===== src/rtl/bus_arbiter_pkg.sv =====
// ----------------------------------------------------------------------------
// bus_arbiter_pkg : shared state encoding and defaults for the CPU bus arbiter
// Rev 1.0
// ----------------------------------------------------------------------------
`default_nettype none

package bus_arbiter_pkg;

  typedef enum logic [2:0] {
    IDLE = 3'd0,
    GNT0 = 3'd1,
    GNT1 = 3'd2,
    ERR0 = 3'd3,
    ERR1 = 3'd4
  } arb_state_t;

  localparam int TIMEOUT_DEFAULT = 255;

  // Round robin: on a tie the master that did not own the bus last time wins.
  function automatic logic pick_m1(input logic cyc0, input logic cyc1, input logic last);
    return cyc1 && (!cyc0 || !last);
  endfunction

endpackage

`default_nettype wire


===== src/rtl/bus_watchdog.sv =====
// ----------------------------------------------------------------------------
// bus_watchdog : counts unacked strobed cycles, pulses expire on the last one
// Rev 1.0
// ----------------------------------------------------------------------------
`default_nettype none

module bus_watchdog
  import bus_arbiter_pkg::*;
#(
  parameter int TIMEOUT = TIMEOUT_DEFAULT
) (
  input  logic clk_i,
  input  logic rst_i,
  input  logic enable_i,
  input  logic stb_i,
  input  logic ack_i,
  output logic expire_o
);

  localparam int CW = $clog2(TIMEOUT);

  logic [CW-1:0] cnt_q;
  logic [CW-1:0] cnt_d;
  logic          waiting;

  assign waiting  = enable_i && stb_i && !ack_i;
  assign expire_o = waiting && (cnt_q == CW'(TIMEOUT - 1));

  always_comb begin
    cnt_d = '0;
    if (waiting && !expire_o) begin
      cnt_d = cnt_q + CW'(1);
    end
  end

  always_ff @(posedge clk_i) begin
    if (rst_i) begin
      cnt_q <= '0;
    end else begin
      cnt_q <= cnt_d;
    end
  end

endmodule

`default_nettype wire


===== src/rtl/bus_arbiter.sv =====
// ----------------------------------------------------------------------------
// bus_arbiter : two-master round-robin Wishbone-classic arbiter with watchdog
// Rev 1.0
// ----------------------------------------------------------------------------
`default_nettype none

module bus_arbiter
  import bus_arbiter_pkg::*;
#(
  parameter int AW      = 32,
  parameter int TIMEOUT = TIMEOUT_DEFAULT
) (
  input  logic          clk_i,
  input  logic          rst_i,

  input  logic          m0_cyc_i,
  input  logic          m0_stb_i,
  input  logic          m0_we_i,
  input  logic [3:0]    m0_sel_i,
  input  logic [AW-1:0] m0_adr_i,
  input  logic [31:0]   m0_dat_i,
  output logic [31:0]   m0_dat_o,
  output logic          m0_ack_o,
  output logic          m0_err_o,

  input  logic          m1_cyc_i,
  input  logic          m1_stb_i,
  input  logic          m1_we_i,
  input  logic [3:0]    m1_sel_i,
  input  logic [AW-1:0] m1_adr_i,
  input  logic [31:0]   m1_dat_i,
  output logic [31:0]   m1_dat_o,
  output logic          m1_ack_o,
  output logic          m1_err_o,

  output logic          s_cyc_o,
  output logic          s_stb_o,
  output logic          s_we_o,
  output logic [3:0]    s_sel_o,
  output logic [AW-1:0] s_adr_o,
  output logic [31:0]   s_dat_o,
  input  logic [31:0]   s_dat_i,
  input  logic          s_ack_i
);

  arb_state_t state_q;
  logic       last_q;
  logic       s_cyc_q;
  logic       m0_err_q;
  logic       m1_err_q;
  logic       gnt0;
  logic       gnt1;
  logic       expire;

  assign gnt0 = (state_q == GNT0);
  assign gnt1 = (state_q == GNT1);

  bus_watchdog #(
    .TIMEOUT (TIMEOUT)
  ) u_wdog (
    .clk_i    (clk_i),
    .rst_i    (rst_i),
    .enable_i (gnt0 || gnt1),
    .stb_i    (s_stb_o),
    .ack_i    (s_ack_i),
    .expire_o (expire)
  );

  // Dropping cyc takes precedence over a simultaneous watchdog expiry.
  always_ff @(posedge clk_i) begin
    if (rst_i) begin
      state_q  <= IDLE;
      last_q   <= 1'b1;
      s_cyc_q  <= 1'b0;
      m0_err_q <= 1'b0;
      m1_err_q <= 1'b0;
    end else begin
      m0_err_q <= 1'b0;
      m1_err_q <= 1'b0;
      case (state_q)
        IDLE: begin
          if (m0_cyc_i || m1_cyc_i) begin
            s_cyc_q <= 1'b1;
            if (pick_m1(m0_cyc_i, m1_cyc_i, last_q)) begin
              state_q <= GNT1;
              last_q  <= 1'b1;
            end else begin
              state_q <= GNT0;
              last_q  <= 1'b0;
            end
          end
        end
        GNT0: begin
          if (!m0_cyc_i) begin
            state_q <= IDLE;
            s_cyc_q <= 1'b0;
          end else if (expire) begin
            state_q  <= ERR0;
            s_cyc_q  <= 1'b0;
            m0_err_q <= 1'b1;
          end
        end
        GNT1: begin
          if (!m1_cyc_i) begin
            state_q <= IDLE;
            s_cyc_q <= 1'b0;
          end else if (expire) begin
            state_q  <= ERR1;
            s_cyc_q  <= 1'b0;
            m1_err_q <= 1'b1;
          end
        end
        ERR0, ERR1: begin
          state_q <= IDLE;
        end
        default: begin
          state_q <= IDLE;
          s_cyc_q <= 1'b0;
        end
      endcase
    end
  end

  always_comb begin
    s_stb_o = 1'b0;
    s_we_o  = 1'b0;
    s_sel_o = '0;
    s_adr_o = '0;
    s_dat_o = '0;
    if (gnt0) begin
      s_stb_o = m0_stb_i;
      s_we_o  = m0_we_i;
      s_sel_o = m0_sel_i;
      s_adr_o = m0_adr_i;
      s_dat_o = m0_dat_i;
    end else if (gnt1) begin
      s_stb_o = m1_stb_i;
      s_we_o  = m1_we_i;
      s_sel_o = m1_sel_i;
      s_adr_o = m1_adr_i;
      s_dat_o = m1_dat_i;
    end
  end

  assign s_cyc_o  = s_cyc_q;
  assign m0_ack_o = gnt0 && s_ack_i && m0_stb_i;
  assign m1_ack_o = gnt1 && s_ack_i && m1_stb_i;
  assign m0_err_o = m0_err_q;
  assign m1_err_o = m1_err_q;
  assign m0_dat_o = s_dat_i;
  assign m1_dat_o = s_dat_i;

endmodule

`default_nettype wire


===== config.mk =====
export PLATFORM = sky130hd
export DESIGN_NAME = bus_arbiter
export DESIGN_NICKNAME = d
export VERILOG_FILES = /design/src/rtl/bus_arbiter_pkg.sv /design/src/rtl/bus_watchdog.sv /design/src/rtl/bus_arbiter.sv
export SDC_FILE = /design/constraint.sdc
export NUM_CORES = 1
export LEC_CHECK = 0
export ABC_AREA = 0
export CAP_MARGIN = 20
export CORE_AREA = 2 2 124 126
export DETAILED_ROUTE_END_ITERATION = 8
export DIE_AREA = 0 0 126 128
export HOLD_SLACK_MARGIN = 0.15
export SLEW_MARGIN = 0
export SYNTH_ARGS = -nofsm -noshare
export SYNTH_HDL_FRONTEND = slang
export SYNTH_SLANG_ARGS = --single-unit

===== constraint.sdc =====
create_clock -name clk_i -period 1.85 [get_ports clk_i]
set_clock_uncertainty 0.2 [all_clocks]
set_input_delay 0.2775 -clock clk_i [delete_from_list [all_inputs] [get_ports clk_i]]
set_output_delay 0.2775 -clock clk_i [all_outputs]
set_load 0.05 [all_outputs]

=== Word-level counts from Yosys, hierarchy flattened ===
Index checks and enable logic that the tools add are counted.

* Register bits: 15
* Output and inout bits: 139
* Logic and storage cells: 69

* Equal/unequal tests: 8
* Multiplexer cells: 24
* $add $sub $neg: 1
* Bitwise logic cells: 6
* Reduce and logical (&&, ||, !) cells: 24

{| class="wikitable"
|+ Operators by type and width
! operator !! count
|-
| two-way mux 32 bit || 4
|-
| two-way mux 3 bit || 5
|-
| two-way mux 1 bit || 10
|-
| logical AND 1 bit || 9
|-
| case mux 3 bit (3 select lines) || 1
|-
| adder 8 x 1 -> 8 bit (second input constant) || 1
|-
| == test 8 bit (second input constant) || 1
|-
| two-way mux 4 bit || 2
|-
| == test 3 x 2 -> 1 bit (second input constant) || 2
|-
| inequality test 3 x 2 -> 1 bit (second input constant) || 2
|-
| NOT 1 bit || 6
|-
| OR reduction 3 bit || 2
|-
| logical NOT 1 bit || 4
|-
| case mux 1 bit (4 select lines) || 1
|-
| AND reduction 2 bit || 2
|-
| OR reduction 2 bit || 2
|-
| == test 3 x 1 -> 1 bit (second input constant) || 1
|-
| == test 3 bit (second input constant) || 1
|-
| logical NOT 3 bit || 1
|-
| logical OR 1 bit || 3
|-
| AND reduction 3 bit || 1
|-
| two-way mux 2 bit || 1
|-
| inequality test 2 bit (second input constant) || 1
|}

=== Longest topological paths before layout ===
* Word-level depth: 10
* Gate-level depth with buffers: 7

=== Hierarchy ===
Synthesis repeated with hierarchy kept, for this count alone.

* Cell total of the unflattened synthesis: 236
* Area total of the unflattened synthesis: 1951.9 sq um

{| class="wikitable"
|+ By module, submodules not included
! module !! area an instance (sq um) !! cells an instance !! instances
|-
| bus_arbiter || 1562.7 || 193 || 1
|-
| bus_watchdog || 389.1 || 43 || 1
|}

=== Worst setup path after synthesis ===
No wires, ideal clock.

* Path type: flip-flop to output port
* Start: register state_q[1]
* End: output m1_ack_o
* Setup slack: -110 ps
* Data arrival time: 1483 ps
* Stages on the path, launching flop included: 5
* Cells stage by stage: dfxtp_1 > nor3b_2 > buf_2 > buf_2 > and3_1

* Word-level cells in the longest chain between the ends: 3

{| class="wikitable"
|+ Ends and longest elaborated chain
! element !! line !! source
|-
| start: declaration || bus_arbiter.sv:46 || <nowiki>arb_state_t state_q;</nowiki>
|-
| start signal: assignment || bus_arbiter.sv:72 || <nowiki>state_q <= IDLE;</nowiki>
|-
| start signal: assignment || bus_arbiter.sv:85 || <nowiki>state_q <= GNT1;</nowiki>
|-
| start signal: assignment || bus_arbiter.sv:88 || <nowiki>state_q <= GNT0;</nowiki>
|-
| == test 3 x 2 -> 1 bit || bus_arbiter.sv:56 || <nowiki>assign gnt1 = (state_q == GNT1);</nowiki>
|-
| logical AND 1 bit (2 in series) || bus_arbiter.sv:147 || <nowiki>assign m1_ack_o = gnt1 && s_ack_i && m1_stb_i;</nowiki>
|-
| end: declaration || bus_arbiter.sv:33 || <nowiki>output logic m1_ack_o,</nowiki>
|}

Every way passes these cells.

=== Worst setup path in the final report ===
* Start: register state_q[0]
* End: output s_adr_o[8]

* Word-level cells in the longest chain between the ends: 3
* Elaborated cells between the ends (all ways): 4
* Those cells by class: eq/ne (2); mux (2)

{| class="wikitable"
|+ Ends and longest elaborated chain
! element !! line !! source
|-
| == test 3 x 2 -> 1 bit || bus_arbiter.sv:56 ||
|-
| two-way mux 32 bit || bus_arbiter.sv:136 || <nowiki>end else if (gnt1) begin</nowiki>
|-
| two-way mux 32 bit * || bus_arbiter.sv:130 || <nowiki>if (gnt0) begin</nowiki>
|-
| end: declaration || bus_arbiter.sv:40 || <nowiki>output logic [AW-1:0] s_adr_o,</nowiki>
|}

Mark *: on every way between the ends. The rest lies on a longest branch, timed or not.

==> summary.md <==
| Metric | Value |
|---|---|
| Outcome | `complete, but fails checks` |
| Failing checks | `setup timing` |
| Clock Path Buffers | `2` |
| Design area | `5660 um2` |
| Hold path startpoint | `u_wdog.cnt_q[7]$_SDFF_PP0_` |
| Clock slew seen by the registers of the worst setup and hold paths | `0.05 ns` |
| Final hold vios | `0` |
| RSZ-0062 raised after global routing | `true` |
| Setup TNS | `-7.85 ns` |
| Routed vias/inst | `4.26` |
| Tcrit/Tclk final | `108%` |
| Worst r2r src | `state_q[1]$_SDFFE_PP0P_` |
| TritonCTS Buffers | `3` |
| Core area | `14,900 um2` |
| # DRC | `0` |
| Placed cell areas | `4770 um2` |
| Final nets | `590` |
| Crit Path Category | `flip-flop to primary output` |
| Delay-heaviest family, CP | `buffers and inverters` |
| Worst Path Buf+Inv | `3` |
| Via count of the first global-routing pass | `2,612` |
| Largest net degree at the start of global routing | `27` |
| CP max stage delay | `0.35 ns` |
| Num rows | `45` |
| CP endpoint kind | `primary output` |
| Post-Syn Nets | `413` |
| Mapped Cells | `234` |
| Gp weighted congestion | `0.798` |
| Worst r2r path cells | `5` |
| Fmax | `0.501 GHz` |
| Clk Latency, worst-skew pair | `0.25 ns` |
| Die Width | `126 um` |
| CTS H-tree lvls | `1` |
| CTS tree | `done` |
| First-pass GRT wire length | `15,600 um` |
| Die area | `16,100 um2` |
| Warnings from Yosys | `0` |
| Die Ht | `128 um` |
| Worst path arrival time | `1.52 ns` |
| Layout cells sized above 1 | `49.8%` |
| Mapped cell area | `1950 um2` |
| Drt pass-1 iters | `4` |
| Sequential fraction of the synthesis area | `15.4%` |
| Worst slew pin tran | `0.311 ns` |
| Port buffer count | `219` |
| Pwr/cell area | `1470 nW/um2` |
| FF-to-FF setup slack | `0.03 ns` |
| Req. time, crit path | `1.37 ns` |
| Cts hold-fix bufs | `0` |
| Hold slack final | `0.316 ns` |
| Dpl ws | `-0.243 ns` |
| Slew Viols, Final | `0` |
| Post-synthesis register bit count | `15` |
| Leakage power | `2.34 nW` |
| # IOs | `316` |
| Yosys cell types | `35` |
| Final worst slack | `-0.146 ns` |
| Routed wire length | `12,400 um` |
| Overflow after GRT | `0` |
| Startpoint Class | `flip-flop` |
| Hold Crit Endpoint | `u_wdog.cnt_q[7]$_SDFF_PP0_` |
| Post-Syn Area per Cell | `8.34 um2` |
| DR WL/cell | `20.8 um` |
| EDFF count, synth | `0` |
| Initial core utilization | `13.1%` |
| Setup violators final | `72` |
| Crit Path Max Fanout | `7` |
| Slowest CP cell | `dfxtp_4` |
| Worst r2r dst | `state_q[1]$_SDFFE_PP0P_` |
| Area delta synth->final | `190%` |
| Main synth FF type | `dfxtp_1` |
| Initial antenna violation count | `0` |
| Critical path, cell by cell | `nor3b_4 -> buf_6 -> clkbuf_16 -> a22o_4 -> buf_12` |
| Clk sinks | `15` |
| Minimum clock period after layout | `2.00 ns` |
| ANT cells | `0` |
| Via count | `2,548` |
| VDD IR max | `0.000628 V` |
| Hold Crit Class | `flip-flop to flip-flop` |
| Global Route Usage Sum | `12.4%` |
| Relative slew slack | `79.1%` |
| DP HPWL | `9050 um` |
| Final core occ | `38.1%` |
| Remaining antenna violation count | `0` |
| Asr flop ratio synth | `0%` |
| DR iter-0 viols | `55` |
| Hold depth | `2` |
| MaxCap Viol Count | `0` |
| Clock Tree Root | `clkbuf_16` |
-- timing repair --
item                                    4_1_cts  5_1_grt
pin swaps                                     4       32
gates cloned                                  2       10
resized for setup                            29       48
endpoints found under the setup margin       80       74
setup buffers                                 5        2
-- layout make-up --
cell class / instances / area, um2
Fill cell: 1415 / 9210
Timing Repair Buffer: 254 / 3420
Multi-Input combinational cell: 134 / 1600
Sequential cell: 15 / 310
Tap cell: 188 / 235
Clock buffer: 3 / 75.1
Inverter: 3 / 11.3
Clock inverter: 1 / 7.51
-- flip-flops by register name, summed over array words and instances, names as in the netlist --
name	flops
m1_err_o	1
m0_err_o	1
u_wdog.cnt_q	8
s_cyc_o	1
last_q	1
state_q	3
-- report_power, final --
part           switching, mW  internal (mW)  total [mW]
clock                  0.146          0.292       0.438
combinational           3.66           3.84        7.50
sequential            0.0368          0.365       0.402
total                   3.84           4.49        8.34
-- layout by cell type (no fill, tap or decap), types with 3 or more instances in the layout --
| cell type | count |
|---|---|
| buf_6 | 6 |
| inv_1 | 3 |
| nand3_1 | 5 |
| dfxtp_1 | 11 |
| nor2_1 | 4 |
| a22o_4 | 53 |
| nor3_1 | 3 |
| clkdlybuf4s50_1 | 144 |
| buf_12 | 75 |
| nand2_1 | 4 |
| clkbuf_16 | 11 |
| xor2_1 | 5 |
| nor2_2 | 6 |
| and3_1 | 5 |
| a22o_2 | 17 |
| buf_4 | 17 |
-- through the flow --
step	instances	power (mW)
after global routing	598	8.62
after global placement	575	6.69
after CTS	586	7.57
after floorplan	234	3.88
after detailed placement	575	6.72
final	598	8.34
-- synthesized netlist by cell type, drive strengths merged, types with 2 or more instances --
master / instances / share of area, %
xor2: 5 / 2.2
clkbuf: 7 / 1.3
nand3: 5 / 1.3
ha: 2 / 1.3
o21ai: 3 / 0.77
dfxtp: 15 / 15
nand3b: 2 / 1.4
nand2b: 2 / 0.64
and3: 7 / 2.2
a221oi: 2 / 1.5
inv: 3 / 0.58
nand4: 2 / 0.64
or2: 3 / 0.96
o21bai: 2 / 0.77
nand2: 4 / 0.77
buf: 75 / 28
nor2: 10 / 2.7
a22o: 70 / 31
nor3: 3 / 0.77
nor3b: 2 / 1.3
-- cell families (layout without fill, tap and decap cells) --
family	after synthesis	after routing	share of synthesized area [%]
AOI/OAI and AO/OA	84	84	37.3
xor gates and xnor gates	6	6	2.69
adders and majority gates	2	2	1.28
buffers and inverters	85	261	29.7
DFF	15	15	15.4
and+or+nand+nor	42	42	13.6
-- worst max path at each step --
stage	startpoint	end	slack, ns	depth (start not counted)
finish	state_q[0]$_SDFFE_PP0P_	s_adr_o[8]	-0.15	5
global placement	s_ack_i	u_wdog.cnt_q[5]$_SDFF_PP0_	-0.19	5
detailed placement	m1_stb_i	u_wdog.cnt_q[5]$_SDFF_PP0_	-0.24	5
CTS	state_q[1]$_SDFFE_PP0P_	s_dat_o[21]	-0.16	5
global route	state_q[0]$_SDFFE_PP0P_	m0_ack_o	-0.19	5
floorplan	state_q[1]$_SDFFE_PP0P_	m1_ack_o	0.009	4
-- per-layer routing --
layer  GRT usage (%)  wire length (um)  vias to the layer above  part of all wire, %
li1                -                 -                     1168                    -
met3            3.67              1100                       21                  8.8
met1            13.3              4210                     1169                   34
met2            24.7              6840                      190                   55
met5               0                 0                        -                    0
met4            1.36               260                        0                  2.1
-- worst reg2reg max path, cell delays in order (launching register included) --
cell and delay, ns:
dfxtp_4 0.35, buf_4 0.15, nand3b_1 0.22, a2111oi_4 0.38
o21ai_1 0.15, a221oi_2 0.27
No activity file was read; power rests on OpenSTA's default activity.
